## src/rtl/icache_mem_req_queue.sv

```systemverilog
// Request queue between the icache memory adapter and the fetch memory model.
// Buffers requests in a small FIFO, caps in-flight requests, and passes acks straight through.
module icache_mem_req_queue #(
  parameter int ADDR_W          = 32,
  parameter int TAG_W           = 16,
  parameter int DATA_W          = 64,
  parameter int REQ_DEPTH       = 4,
  parameter int MAX_OUTSTANDING = 8
) (
  input  logic                               clk,
  input  logic                               rst,
  input  logic                               up_req_vld,
  output logic                               up_req_rdy,
  input  logic [ADDR_W-1:0]                  up_req_addr,
  input  logic [TAG_W-1:0]                   up_req_tag,
  output logic                               mem_req_vld,
  input  logic                               mem_req_rdy,
  output logic [ADDR_W-1:0]                  mem_req_addr,
  output logic [TAG_W-1:0]                   mem_req_tag,
  input  logic                               mem_ack_vld,
  output logic                               mem_ack_rdy,
  input  logic [DATA_W-1:0]                  mem_ack_data,
  input  logic [TAG_W-1:0]                   mem_ack_tag,
  output logic                               up_ack_vld,
  input  logic                               up_ack_rdy,
  output logic [DATA_W-1:0]                  up_ack_data,
  output logic [TAG_W-1:0]                   up_ack_tag,
  output logic [$clog2(REQ_DEPTH):0]         req_cnt,
  output logic [$clog2(MAX_OUTSTANDING):0]   outstanding_cnt,
  output logic                               err_ack_underflow,
  output logic                               idle
);

  localparam int PTR_W = $clog2(REQ_DEPTH);
  localparam int CNT_W = PTR_W + 1;
  localparam int OUT_W = $clog2(MAX_OUTSTANDING) + 1;

  logic [ADDR_W-1:0] addr_mem [REQ_DEPTH];
  logic [TAG_W-1:0]  tag_mem  [REQ_DEPTH];
  logic [PTR_W-1:0]  wptr;
  logic [PTR_W-1:0]  rptr;
  logic              push;
  logic              pop;
  logic              ack;

  // Readiness looks only at occupancy, so a full FIFO refuses even on a pop cycle.
  assign up_req_rdy  = (req_cnt < CNT_W'(REQ_DEPTH)) & ~rst;
  assign mem_req_vld = (req_cnt != '0) & (outstanding_cnt < OUT_W'(MAX_OUTSTANDING)) & ~rst;
  assign mem_req_addr = addr_mem[rptr];
  assign mem_req_tag  = tag_mem[rptr];

  assign mem_ack_rdy = up_ack_rdy & ~rst;
  assign up_ack_vld  = mem_ack_vld & ~rst;
  assign up_ack_data = mem_ack_data;
  assign up_ack_tag  = mem_ack_tag;

  assign push = up_req_vld & up_req_rdy;
  assign pop  = mem_req_vld & mem_req_rdy;
  assign ack  = mem_ack_vld & mem_ack_rdy;

  assign idle = (req_cnt == '0) && (outstanding_cnt == '0);

  always_ff @(posedge clk) begin
    if (push) begin
      addr_mem[wptr] <= up_req_addr;
      tag_mem[wptr]  <= up_req_tag;
    end
  end

  always_ff @(posedge clk) begin
    if (rst) begin
      wptr              <= '0;
      rptr              <= '0;
      req_cnt           <= '0;
      outstanding_cnt   <= '0;
      err_ack_underflow <= 1'b0;
    end else begin
      if (push) wptr <= wptr + 1'b1;
      if (pop)  rptr <= rptr + 1'b1;

      case ({push, pop})
        2'b10:   req_cnt <= req_cnt + 1'b1;
        2'b01:   req_cnt <= req_cnt - 1'b1;
        default: req_cnt <= req_cnt;
      endcase

      // An ack with nothing in flight saturates at zero and flags the protocol error.
      if (pop && !ack) begin
        outstanding_cnt <= outstanding_cnt + 1'b1;
      end else if (ack && !pop) begin
        if (outstanding_cnt == '0) err_ack_underflow <= 1'b1;
        else                       outstanding_cnt   <= outstanding_cnt - 1'b1;
      end
    end
  end

endmodule

```

## config.mk

```make
export PLATFORM = sky130hd
export DESIGN_NAME = icache_mem_req_queue
export DESIGN_NICKNAME = d
export VERILOG_FILES = /design/src/rtl/icache_mem_req_queue.sv
export SDC_FILE = /design/constraint.sdc
export NUM_CORES = 1
export LEC_CHECK = 0
export CAP_MARGIN = 5
export CELL_PAD_IN_SITES_DETAIL_PLACEMENT = 1
export CELL_PAD_IN_SITES_GLOBAL_PLACEMENT = 2
export CORE_AREA = 2 2 129 194
export CTS_CLUSTER_DIAMETER = 30
export DETAILED_ROUTE_END_ITERATION = 10
export DIE_AREA = 0 0 131 196
export GPL_TIMING_DRIVEN = 0
export PLACE_DENSITY_LB_ADDON = 0.1
export SLEW_MARGIN = 15
export SYNTH_ARGS = -nofsm -noshare
export SYNTH_HDL_FRONTEND = slang
export SYNTH_SLANG_ARGS = --single-unit
```

## constraint.sdc

```tcl
create_clock -name clk -period 7.91 [get_ports clk]
set_clock_uncertainty 0.15 [all_clocks]
set_input_delay 1.582 -clock clk [delete_from_list [all_inputs] [get_ports clk]]
set_output_delay 1.582 -clock clk [all_outputs]
set_load 0.005 [all_outputs]
```

# Word-level counts from Yosys, hierarchy flattened
# Memories as Yosys holds them, arrays and structs flattened. A register that Yosys moved wholly into a read port is not among the register bits.
# Index checks and enable logic that the tools add are counted.
# classes
n_reduce_logical,12
n_eq_ne,3
n_div,0
magnitude_cmp,2
n_bitwise,10
add_sub_neg,6
shifts,0
n_mul,0
n_mux,10
# op_table
operator,count
4-bit 2-to-1 mux,3
1-bit AND,8
2-bit 2-to-1 mux,4
3-bit one-hot mux with 2 select lines,1
"2-bit by 1-bit adder with 2-bit output, second input constant",2
"4-bit by 1-bit adder with 4-bit output, second input constant",1
4-bit zero test,1
"4-bit < comparator, second input constant",1
2-bit nonzero test,2
"4-bit by 1-bit subtractor with 4-bit output, second input constant",1
"3-bit by 1-bit adder with 3-bit output, second input constant",1
1-bit logical AND,3
3-bit zero test,1
"3-bit < comparator, second input constant",1
3-bit AND reduction,1
3-bit nonzero test,1
"3-bit by 1-bit subtractor with 3-bit output, second input constant",1
"2-bit by 1-bit == test with 1-bit output, second input constant",1
"2-bit == test, second input constant",1
1-bit zero test,2
1-bit 2-to-1 mux,2
"2-bit by 1-bit != test with 1-bit output, second input constant",1
1-bit NOT,2
2-bit AND reduction,1
# word_totals
latch_bits,0
memories,2
mem_bits_ro,0
ff_bits,12
output_inout_bits,141
ramBits,192
# mem_list
name,words,word_bits,read_ports,rd_ports_with_merged_regs,write_ports,line,rtl
addr_mem,4,32,1,1,1,38,logic [ADDR_W-1:0] addr_mem [REQ_DEPTH];
tag_mem,4,16,1,1,1,39,logic [TAG_W-1:0] tag_mem [REQ_DEPTH];

# Longest topological paths before layout
# logic_depth
ltp_word,8
mapped_depth,11
mapped_depth_nobuf,11

# Worst setup path after synthesis
# No wires, ideal clock.
# synth_timing
path_type,input-to-reg
startpoint,input rst
endpoint,memory addr_mem[0][0] (enable)
n_path_buf,1
setup_slack_ps,4157
arrival_ps,3193
cell_stages,3
t_required_ps,7349
setup_ps,411
cell_sequence,buf_2 -> nor2_1 -> and3_1
# synth_between
elab_chain_len,5
# synth_rtl
element,line,rtl
start: declaration,11,"input logic rst,"
1-bit NOT,47,assign up_req_rdy = (req_cnt < CNT_W'(REQ_DEPTH)) & ~rst;
1-bit AND,47,
net up_req_rdy,13,"output logic up_req_rdy,"
1-bit AND,57,assign push = up_req_vld & up_req_rdy;
1-bit 2-to-1 mux,64,if (push) begin
1-bit 2-to-1 mux (not written as such),65,addr_mem[wptr] <= up_req_addr;
end: declaration,38,
# The timed path passes the listed nets, and every way through them passes these cells.

# Final worst setup path
# layout_timing
startpoint,input rst
endpoint,output up_req_rdy
# layout_between
elab_chain_len,2
# layout_rtl
element,line
1-bit NOT,47
1-bit AND,47
end: declaration,13
# Every way passes these cells.

==> summary.md <==
| Metric | Value |
|---|---|
| Status | completed |
| Post-synthesis cell type count | 30 |
| Critical path launch point type | input port |
| Max-slew violations | 0 |
| Die W | 131 µm |
| Worst Path Max Fanout | 10 |
| Synth Area per Inst | 19.8 µm² |
| Leakage | 4.08 nW |
| Count leader, synth | edfxtp_1 |
| CP endpoint kind | output pin |
| PnR worst setup slack | approximately 3500 ps |
| Pin count of the biggest net entering global routing | 33 |
| Longest Clk Path Bufs | 3 |
| DRC | 0 |
| Slowest CP cell | clkdlybuf4s50_1 |
| WL/cell | 18.3 µm |
| Syn. warnings | 0 |
| CTS Buf Count | 31 |
| CP arrival | 2720 ps |
| Placer Congestion | 0.688 |
| Max frequency | about 220 MHz |
| Critical path cell sequence | buf_2, nor2_1, clkdlybuf4s50_1 |
| Yosys reg bits | 206 |
| Ys async rst share | 0% |
| Syn Inst Count | 421 |
| I/O pin count | 275 |
| Hold buffer count at cts | 0 |
| CTS root buf | clkbuf_16 |
| Core Region | between 20000 and 25000 µm² |
| Dpl ws | 3460 ps |
| Post-synthesis cell area | 8320 µm² |
| Worst reg2reg path startpoint | req_cnt[2] |
| Max Cap Viol | 0 |
| First-pass GRT wire length | 27.9 mm |
| Layout cell share with drive strength beyond 1 | 30.2% |
| Finish-stage setup viols | 0 |
| Final Hold Fails | 0 |
| Top cell type's share of synthesized area | 69.3% |
| CTS clk-pin slew, worst paths | ~50 ps |
| Synth top area cells | edfxtp_1 69%, mux4_2 13%, buf_4 7.4%, dfxtp_1 3.4%, ha_1 1.4% |
| Area leader, netlist | edfxtp_1 |
| Area delta synth->final | 42.6% |
| Hpwl dp | 12.7 mm |
| Initial antenna violation count | 0 |
| GR Util All Layers | 14.2% |
| Clock Sinks | 206 |
| WS Path Type | in2out |
| Setup tns final | 0 ps |
| Slew @ Worst Pin | slightly above 700 ps |
| Post-CTS sizing | 0 |
| Via density | 4.51 |
| Slew HR | a little over half |
| Critical Path Source | rst |
| Die ar. | 25700 µm² |
| Worst hold start | err_ack_underflow |
| Row count | 70 |
| Ant diodes | 0 |
| # port buffers | a little under 200 |
| Post-route ant nets | 0 |
| Final WL | 18.3 mm |
| Grt total ovfl | 0 |
| H-tree depth | 1 |
| Post-synth top cells | 192 x edfxtp_1, 82 x buf_4, 48 x mux4_2 |
| Hold Path Class | reg2reg |
| Sequential share of the synthesized area | between 70 and 80% |
| Clk Latency, worst-skew pair | 540 ps |
| Post-CTS Setup Inserts | 0 |
| Vias | 4506 |
| CTS tree | done |
| Tcrit/Tclk final | 56.2% |
| First-pass DRT Iterations | 4 |
| First DRT Iteration DRCs | about 180 |
| Vias in the first global route | 5120 |
| Slowest stage delay, CP | between 500 and 600 ps |
| Final hold slack | 351 ps |
| Number of flops mapped to enable cells by yosys | around 190 |
| Crit path time final | 4450 ps |
| Power per cell area | 256 nW/µm² |
| Peak supply drop | roughly 150 µV |
| RSZ-0062 raised after global routing | false |
| Initial Util | 34.6% |
| Ys flop type | edfxtp_1 |
| Die height | 196 µm |
| Syn Nets | 566 |
| Final net count | 796 |
| CP required | 6180 ps |
per-stage QoR:
step	cells	power, mW	cell area, µm²	util (%)
6_report	1000	3.04	11900	49.3
5_1_grt	1000	3.16	11900	49.3
4_1_cts	1000	3.08	11900	49.3
3_5_place_dp	942	1.65	10800	44.7
3_3_place_gp	938	1.64	10700	44.3
2_1_floorplan	421	1.44	8320	-
worst paths after layout:
check                                           to  slack [ps]  cells after the start
worst max register to register  outstanding_cnt[3]        5020                     11
worst max-delay path                    up_req_rdy        3460                      3
worst min register to register   err_ack_underflow         350                      2
worst min-delay path             err_ack_underflow         350                      2
sequential cells by signal (all words and copies together) (netlist names), named ones only:
signal / cells
err_ack_underflow: 1
req_cnt: 3
wptr: 2
outstanding_cnt: 4
addr_mem: 128
tag_mem: 64
rptr: 2
routing by layer:
metal  vias up  routed length, µm  share of wire, %  global-route usage (%)
met5         -                  0                 0                       0
met2       172              10300                56                    26.7
li1       2032                  -                 -                       -
met3        25               1300               7.1                    4.04
met1      2277               6440                35                    15.5
met4         0                294               1.6                    2.96
cells by family after synthesis:
group | Yosys count | share of synthesized area, %
flip-flops | 206 | 72.6
buffers and inverters | 102 | 8.63
multiplexers | 49 | 13.1
AND/OR/NAND/NOR | 35 | 2.25
AO/OA/AOI/OAI | 11 | 0.782
adder cells (fa/ha/maj) | 11 | 1.83
XOR/XNOR | 7 | 0.737
cells in the final DEF, fill, tap and decap left out, types with 3 or more instances in the layout:
master	synthesis	final
clkdlybuf4s50_1	0	193
inv_6	0	3
bufinv_16	0	6
dfxtp_1	14	14
clkinvlp_4	0	3
nor2_1	13	13
buf_4	82	82
ha_1	9	9
buf_6	3	3
clkbuf_1	2	5
clkinv_2	0	7
buf_12	0	4
nand2_1	4	4
nor3_1	3	3
a21oi_1	5	5
buf_2	4	4
inv_1	10	10
clkbuf_16	0	31
and3_4	0	4
xnor2_1	3	3
mux4_2	48	48
xor2_1	4	4
edfxtp_1	192	192
final cells by class:
| cell class | count | area (µm²) |
|---|---|---|
| Sequential cell | 206 | 6050 |
| Multi-Input combinational cell | 113 | 1580 |
| Inverter | 10 | 37.5 |
| Buffer | 92 | 681 |
| Clock buffer | 36 | 815 |
| Clock inverter | 22 | 293 |
| Tap cell | 324 | 405 |
| Fill cell | 2310 | 12200 |
| Timing Repair Buffer | 197 | 2010 |
critical path: cells and delay by family:
| kind | cells | cell delay, ps |
|---|---|---|
| AND/OR/NAND/NOR | 1 | 360 |
| buffers and inverters | 2 | 770 |
power by group:
group / switching [mW] / leakage (nW) / internal, mW / total, mW
combinational: 0.136 / 1.68 / 0.240 / 0.376
sequential: 0.0130 / 1.86 / 1.23 / 1.24
clock: 0.489 / 0.540 / 0.937 / 1.43
total: 0.639 / 4.08 / 2.40 / 3.04
(Power assumes the default switching activity.)
